## config.mk

```make
export PLATFORM = sky130hd
export DESIGN_NAME = updown_counter_param
export DESIGN_NICKNAME = d
export VERILOG_FILES = /design/src/rtl/seq_pkg.sv /design/src/rtl/updown_next_calc.sv /design/src/rtl/updown_counter_param.sv
export SDC_FILE = /design/constraint.sdc
export NUM_CORES = 1
export LEC_CHECK = 0
export CORE_MARGIN = 5
export CORE_UTILIZATION = 42
export CTS_CLUSTER_SIZE = 10
export DETAILED_ROUTE_END_ITERATION = 12
export PLACE_DENSITY = 0.79
export SLEW_MARGIN = 10
export SYNTH_ARGS = -nofsm -noshare
export SYNTH_HDL_FRONTEND = slang
export SYNTH_SLANG_ARGS = --single-unit
```

## constraint.sdc

```tcl
create_clock -name clk -period 2.3 [get_ports clk]
set_input_delay 0.46 -clock clk [delete_from_list [all_inputs] [get_ports clk]]
set_output_delay 0.46 -clock clk [all_outputs]
set_load 0.01 [all_outputs]
```

## src/rtl/seq_pkg.sv

```systemverilog
// Shared definitions for the sequential library counters.
// Overflow modes and a width-agnostic clamp helper.
package seq_pkg;

    localparam bit MODE_WRAP = 1'b0;
    localparam bit MODE_SAT  = 1'b1;

    // Works on 33 bits so callers up to 32 bits wide can share it.
    function automatic logic [32:0] clamp_to_max(
        input logic [32:0] value,
        input logic [32:0] max_val
    );
        return (value > max_val) ? max_val : value;
    endfunction

endpackage

```

## src/rtl/updown_next_calc.sv

```systemverilog
// Combinational next-count arithmetic for the up/down counter.
// Sums are one bit wider than the count so limit detection is exact.
module updown_next_calc
    import seq_pkg::*;
#(
    parameter int unsigned      WIDTH    = 4,
    parameter logic [WIDTH-1:0] MAX_VAL  = {WIDTH{1'b1}},
    parameter bit               SATURATE = MODE_WRAP
) (
    input  logic [WIDTH-1:0] count,
    input  logic [WIDTH-1:0] s,
    input  logic             up_down,
    output logic [WIDTH-1:0] next_count,
    output logic             limit_hit
);

    logic [WIDTH:0] sum;
    logic [WIDTH:0] wrap_up;
    logic [WIDTH:0] wrap_down;
    logic           over;
    logic           under;

    assign sum   = {1'b0, count} + {1'b0, s};
    assign over  = sum > {1'b0, MAX_VAL};
    assign under = count < s;

    // Modulus is MAX_VAL+1; s never exceeds MAX_VAL so these stay in range.
    assign wrap_up   = sum - {1'b0, MAX_VAL} - 1'b1;
    assign wrap_down = {1'b0, count} + {1'b0, MAX_VAL} - {1'b0, s} + 1'b1;

    always_comb begin
        next_count = count;
        limit_hit  = 1'b0;
        if (up_down) begin
            if (over) begin
                limit_hit  = 1'b1;
                next_count = (SATURATE == MODE_SAT) ? MAX_VAL
                                                    : WIDTH'(wrap_up);
            end else begin
                next_count = WIDTH'(sum);
            end
        end else begin
            if (under) begin
                limit_hit  = 1'b1;
                next_count = (SATURATE == MODE_SAT) ? '0
                                                    : WIDTH'(wrap_down);
            end else begin
                next_count = count - s;
            end
        end
    end

endmodule

```

## src/rtl/updown_counter_param.sv

```systemverilog
// Parametrised up/down counter with clear, load, step and wrap/saturate.
// Cascade by feeding tc of one stage into en of the next.
module updown_counter_param
    import seq_pkg::*;
#(
    parameter int unsigned      WIDTH     = 4,
    parameter logic [WIDTH-1:0] MAX_VAL   = {WIDTH{1'b1}},
    parameter logic [WIDTH-1:0] RESET_VAL = '0,
    parameter bit               SATURATE  = MODE_WRAP
) (
    input  logic             clk,
    input  logic             rst_n,
    input  logic             clr,
    input  logic             load,
    input  logic [WIDTH-1:0] load_val,
    input  logic             en,
    input  logic             up_down,
    input  logic [WIDTH-1:0] step,
    output logic [WIDTH-1:0] count,
    output logic             tc,
    output logic             ovf_sticky,
    output logic             at_max,
    output logic             at_min
);

    if (WIDTH < 2 || WIDTH > 32) begin : g_bad_width
        $error("updown_counter_param: WIDTH must be 2..32");
    end
    if (MAX_VAL == '0) begin : g_bad_max
        $error("updown_counter_param: MAX_VAL must be >= 1");
    end
    if (RESET_VAL > MAX_VAL) begin : g_bad_reset
        $error("updown_counter_param: RESET_VAL exceeds MAX_VAL");
    end

    logic [WIDTH-1:0] count_q;
    logic             tc_q;
    logic             ovf_q;
    logic [WIDTH-1:0] s;
    logic [WIDTH-1:0] load_clamped;
    logic [WIDTH-1:0] next_count;
    logic             limit_hit;

    assign s            = WIDTH'(clamp_to_max(33'(step), 33'(MAX_VAL)));
    assign load_clamped = WIDTH'(clamp_to_max(33'(load_val), 33'(MAX_VAL)));

    updown_next_calc #(
        .WIDTH    (WIDTH),
        .MAX_VAL  (MAX_VAL),
        .SATURATE (SATURATE)
    ) u_next (
        .count      (count_q),
        .s          (s),
        .up_down    (up_down),
        .next_count (next_count),
        .limit_hit  (limit_hit)
    );

    always_ff @(posedge clk or negedge rst_n) begin
        if (!rst_n) begin
            count_q <= RESET_VAL;
            tc_q    <= 1'b0;
            ovf_q   <= 1'b0;
        end else if (clr) begin
            count_q <= RESET_VAL;
            tc_q    <= 1'b0;
            ovf_q   <= 1'b0;
        end else if (load) begin
            count_q <= load_clamped;
            tc_q    <= 1'b0;
        end else if (en) begin
            count_q <= next_count;
            tc_q    <= limit_hit;
            ovf_q   <= ovf_q | limit_hit;
        end else begin
            tc_q    <= 1'b0;
        end
    end

    assign count      = count_q;
    assign tc         = tc_q;
    assign ovf_sticky = ovf_q;
    assign at_max     = (count_q == MAX_VAL);
    assign at_min     = (count_q == '0);

endmodule

```

==> results.md <==
Synth:
- In the synthesized netlist the dominant register cell turns out to be sky130_fd_sc_hd__dfrtp_1.
- The combinational family with the most area after synthesis is adder cells.
- The post-synthesis instance area is 589 sq um.
- The average cell area after synthesis is 8.30 sq um.
- After technology mapping, the gate count stands at 71.
- By area the synthesized netlist is led by sky130_fd_sc_hd__dfrtp_1 25%, sky130_fd_sc_hd__ha_1 17%, sky130_fd_sc_hd__fa_1 6.8%.
- The leading area contributor after synthesis is sky130_fd_sc_hd__dfrtp_1.
- Of the post-synthesis cell area, the dominant cell type holds 0.255.
- The complex-gate fraction of the synthesized area came to 0.180.
- The number of synthesized flops with an enable pin is 0.
- The adder and majority gate portion of the synthesized area is 0.238.
- For this run, asynchronously set or reset flops after synthesis account for 1.00.
- After synthesis the netlist holds a flip-flop and latch count of 6.
- By count the netlist is led by 10 x sky130_fd_sc_hd__nor2_1, 8 x sky130_fd_sc_hd__ha_1, 8 x sky130_fd_sc_hd__inv_1.
- The number of distinct library cells after synthesis is 25.
- When the netlist entered floorplanning its net count stood at 95.
- The Yosys step of the flow raised 0 warnings.
- The share of the synthesized netlist area taken by xor and xnor gates is 0.0297.
- The most frequent cell after synthesis is sky130_fd_sc_hd__nor2_1.
- Of the total synthesized cell area, the portion taken by AND, OR, NAND and NOR gates is 0.178.
- The portion of synthesized area spent on multiplexers is 0.0340.
- The share of the Yosys chip area taken by registers is 0.255.

Timing:
- The max-slew violation count is 0.
- Between clock sinks in the finished design, the worst skew comes to ~0.0037 ns.
- Setup repair after global routing left no endpoint under its margin.
- Based on the critical path, the design can be clocked at up to 481 MHz.
- The total negative slack is 0 ns.
- The share of the clock period used by the worst path after layout is 0.904.
- Measured against its own limit, the worst slew margin works out to 0.779.
- Setup violations remaining at the end of the flow were counted as 0.
- The final worst-path setup slack is 0.221 ns.
- The count of final hold-check violations came to 0.
- The actual transition at the worst max-transition pin is about 0.33 ns.
- The clock period could shrink to between 2 and 2.5 ns.

Clock network:
- The count of hold buffers inserted by post-cts repair is 0.
- The clock buffer count from CTS is 3.
- Once the clock tree was built, the resizer swapped 0 gates to a different size.
- The cell at the root of the clock tree is sky130_fd_sc_hd__clkbuf_4.
- The H-tree depth reported by CTS is 1.
- Counting every sink on the clock net gives 6.
- TritonCTS built the clock tree.
- The clock latency reported for the late side of the worst-skew pair is around 0.24 ns.
- In this run the post-CTS setup repair buffer count came out at 0.
- Clock-pin slew was measured on the worst setup and hold paths at ~0.05 ns.
- The clock passes through at most 2 buffers.

Power and ir drop:
- The design draws between 0.3 and 0.4 mW.
- The leakage power figure is roughly 0.37 nW.
- IR analysis of the VDD net gives a maximum drop of 0.000269 V.
- The power density over the cells is 441 nW/um^2.

Global routing:
- The first global-routing pass estimated approximately 2.1 mm of wire.
- The largest net degree at the start of global routing is 12.
- Global routing finished with a remaining overflow of 0.
- The initial antenna violation count is 0.
- The number of global-route vias before repair is 525.
- The combined global-route utilization of all metal layers is 0.139.

Route:
- The number of vias in the routed layout is ~540.
- The total length of routed wires is roughly 1.3 mm.
- The length of the first detailed-routing pass in iterations is 2.
- After detailed routing, the number of vias per cell comes to a little over 5.
- The DRC marker count from the first detailed-route iteration is 11.
- Dividing the detail-routed wire length by the instance count gives between 10 and 15 um.
- In the routed design, unresolved DRC markers number 0.
- The final antenna-violating net count is 0.

Worst hold path:
- The class of the worst hold path is in -> async.

Place:
- The port buffer count is 21.
- The worst slack at placement is -0.0390 ns.
- The cell count after placement is about 100.
- The congestion estimate from routability-driven global placement came to slightly above 0.8.
- The HPWL after detailed placement is 1.10 mm.

Layout:
- The number of standard cells in the layout, taps in and fillers out is ~110.
- The fraction of layout cells with a size suffix above 1 is 0.0435.
- The antenna diode count is 0.
- The net count of the finished layout is ~120.
- Compared with the post-synthesis result, the final layout area differs by 39.3%.

Floorplanning:
- After floorplanning, the core was divided into 13 placement rows.
- The area of the placeable core is ~1300 sq um.
- For this configuration, the core starts out at a cell density of 0.447.
- The floorplan step defined a die boundary enclosing approximately 2300 sq um.
- The overall die height is 47.5 um.
- The I/O pin count is 22.
- The horizontal die dimension is around 47 um.

Setup path:
- STA classifies the critical path startpoint as an input port.
- The highest net fanout along the worst path is 2.
- The critical path endpoint category is a register.
- The signal arrival time at the worst endpoint is around 2.3 ns.
- The critical path in this run is classified as in -> reg.
- For the worst setup path, the data required time is between 2 and 2.5 ns.

Outcome:
- The run finished with clean final reports.

Job:
- The number of violations of the max-capacitance limit is 0.
-- layout make-up --
class | count | area [sq um]
fillers | 116 | 497
multi-input cells | 54 | 389
repair buffers | 21 | 210
flip-flops and latches | 6 | 150
inverters | 8 | 30.0
clock buffers | 3 | 22.5
well taps | 15 | 18.8
-- cells in the final DEF (no fill, tap or decap), types with 2 or more instances in the layout --
cell type,instances
sky130_fd_sc_hd__nor3_1,2
sky130_fd_sc_hd__a211oi_1,2
sky130_fd_sc_hd__clkbuf_4,3
sky130_fd_sc_hd__nor2b_1,4
sky130_fd_sc_hd__nand2_1,4
sky130_fd_sc_hd__a21oi_1,7
sky130_fd_sc_hd__inv_1,8
sky130_fd_sc_hd__o21ai_0,3
sky130_fd_sc_hd__dfrtp_1,6
sky130_fd_sc_hd__fa_1,2
sky130_fd_sc_hd__mux2i_1,2
sky130_fd_sc_hd__nor2_1,10
sky130_fd_sc_hd__clkdlybuf4s50_1,21
sky130_fd_sc_hd__ha_1,8
-- worst paths after layout --
path	slack, ns	end	cells past startpoint	from
setup / recovery	0.22	count[2]$_DFFE_PN0P_	9	step[0]
hold / removal	0.45	count[1]$_DFFE_PN0P_	1	rst_n
setup reg to reg	0.48	count[2]$_DFFE_PN0P_	9	count[0]$_DFFE_PN0P_
hold reg to reg	0.52	ovf_sticky$_DFFE_PN0P_	2	ovf_sticky$_DFFE_PN0P_
max in group asynchronous	1.63	ovf_sticky$_DFFE_PN0P_	1	rst_n
min in group clk	0.52	ovf_sticky$_DFFE_PN0P_	2	ovf_sticky$_DFFE_PN0P_
-- where the power goes --
group	switching, mW	total, mW	internal, mW
Combinational	0.0642	0.140	0.0762
Clock	0.0377	0.0967	0.0590
Sequential	0.0112	0.125	0.114
Total	0.113	0.362	0.249
-- routing by layer --
layer | vias up | track usage | wire, um
met5 | - | 0 | 0
met4 | 0 | 0.0552 | 27
li1 | 283 | - | -
met2 | 21 | 0.225 | 637
met3 | 4 | 0.0639 | 115
met1 | 231 | 0.158 | 568
-- metrics by stage --
stage	utilization	area (sq um)	hold WS, ns
2_1_floorplan	-	589	0.164
3_3_place_gp	0.606	798	0.518
3_5_place_dp	0.606	798	0.521
4_1_cts	0.623	821	0.458
5_1_grt	0.623	821	0.469
6_report	0.623	821	0.454
-- critical path: stages --
cell	delay [ns]
sky130_fd_sc_hd__clkdlybuf4s50_1	0.49
sky130_fd_sc_hd__ha_1	0.18
sky130_fd_sc_hd__inv_1	0.06
sky130_fd_sc_hd__fa_1	0.38
sky130_fd_sc_hd__mux2i_1	0.18
sky130_fd_sc_hd__xnor2_1	0.13
sky130_fd_sc_hd__mux2i_1	0.08
sky130_fd_sc_hd__o21ai_0	0.14
sky130_fd_sc_hd__nor2b_1	0.15
-- flip-flops by register name (all words and copies together) (netlist names) --
name        flops
tc              1
ovf_sticky      1
count           4
-- cells by family (layout without fill, tap and decap cells) --
group	after synthesis	count (layout)
AOI/OAI and AO/OA	17	17
xor gates and xnor gates	2	2
adders and majority gates	10	10
buffers and inverters	11	32
DFF	6	6
muxes	2	2
and+or+nand+nor	23	23
(Power assumes the default switching activity.)
==> variant, RTL diff (same flow settings) <==
`WIDTH` is set to 4 in 2 places; all go to 5.
--- a/src/rtl/updown_next_calc.sv
+++ b/src/rtl/updown_next_calc.sv
@@ -3,7 +3,7 @@
 module updown_next_calc
     import seq_pkg::*;
 #(
-    parameter int unsigned      WIDTH    = 4,
+    parameter int unsigned      WIDTH    = 5,
     parameter logic [WIDTH-1:0] MAX_VAL  = {WIDTH{1'b1}},
     parameter bit               SATURATE = MODE_WRAP
 ) (
--- a/src/rtl/updown_counter_param.sv
+++ b/src/rtl/updown_counter_param.sv
@@ -3,7 +3,7 @@
 module updown_counter_param
     import seq_pkg::*;
 #(
-    parameter int unsigned      WIDTH     = 4,
+    parameter int unsigned      WIDTH     = 5,
     parameter logic [WIDTH-1:0] MAX_VAL   = {WIDTH{1'b1}},
     parameter logic [WIDTH-1:0] RESET_VAL = '0,
     parameter bit               SATURATE  = MODE_WRAP
Ports: changed (resized count, load_val and step); port bits go from 22 to 25. No check against the original RTL was run, so the function may have changed too.
==> variant against the original RTL <==
  * Sequential cell count up 1
  * Wire length rose by 39%
  * Register-to-register slack lost 0.12 ns
  * Power is 27% higher
  * Worst setup slack worse by 0.14 ns
  * Fmax shrank 6.2%
  * First-iteration DRC count fell by 27%
  * Synthesized area grew 31%
  * Design area rose by 37%
==> variant: results (changes against the original RTL) <==
met2 GRT Util -> 25.6% (was 22.5%)
Unique masters post-synth -> 30 (was 25)
Reg area -> 175 um^2 (was 150 um^2)
non-clock inverter count -> 10 (was 8)
Clk pwr share -> 23.1% (was 26.7%)
register area share after synthesis -> 22.7% (was 25.5%)
#MultiIn Comb -> 71 (was 54)
R2R depth -> 7 (was 9)
status -> complete, no violations (unchanged)
GR Util met3 -> 1.13% (was 6.39%)
Post-synth top cells -> 10 x ha_1, 10 x inv_1, 9 x nor2_1, 9 x nor2b_1, 7 x dfrtp_1 (was 10 x nor2_1, 8 x ha_1, 8 x inv_1)
Worst EP arrival -> 2.33 ns (was 2.25 ns)
met1 usage -> 17.7% (was 15.8%)
nonclk buf count -> 33 (was 21)
I/O Buffers -> 24 (was 21)
seq_cells -> 7 (was 6)
post-layout min period -> 2.22 ns (was 2.08 ns)
Cell Int Power -> 313 uW (was 249 uW)
non-clk buf share -> 27.2% (was 25.6%)
number of flip-flops in the largest register -> 5 (was 4)
Met2 Routed Length -> 947 um (was 637 um)
sw power -> 147 uW (was 113 uW)
worst vdd ir -> 0.336 mV (was 0.269 mV)
top sig layer -> met3 (was met4)
Pleak -> 0.000504 uW (was 0.000371 uW)
Metal-1 WL -> 857 um (was 568 um)
-- variant: per-stage QoR --
stage | TNS (ns) | util [%] | instance area, um^2 | hold slack [ns]
2_1_floorplan | 0 | - | 772 | 0.164
3_3_place_gp | -0.322 | 62.3 | 1090 | 0.475
3_5_place_dp | -0.485 | 62.3 | 1090 | 0.475
4_1_cts | 0 | 64.2 | 1120 | 0.464
5_1_grt | 0 | 64.5 | 1130 | 0.482
6_report | 0 | 64.5 | 1130 | 0.466
-- variant: cells by family after synthesis --
kind of cell / share of synthesized area, %
simple gates: 27.4
flops: 22.7
compound gates: 17.7
mux: 3.89
fa+ha+maj: 21.4
buf+inv: 6.97
-- variant: worst max-delay path, stage by stage --
cell and delay [ns]:
clkdlybuf4s50_1 0.49, ha_1 0.17, inv_1 0.05, fa_1 0.37, and2_1 0.16, or3_1 0.36, a311oi_2 0.21, nor3_1 0.08
-- variant: timing repair --
action / CTS / global route
setup endpoints to repair: 1 / 1
gates resized for setup: 1 / 1
pin swaps: 0 / 1
buffers inserted: 1 / 0
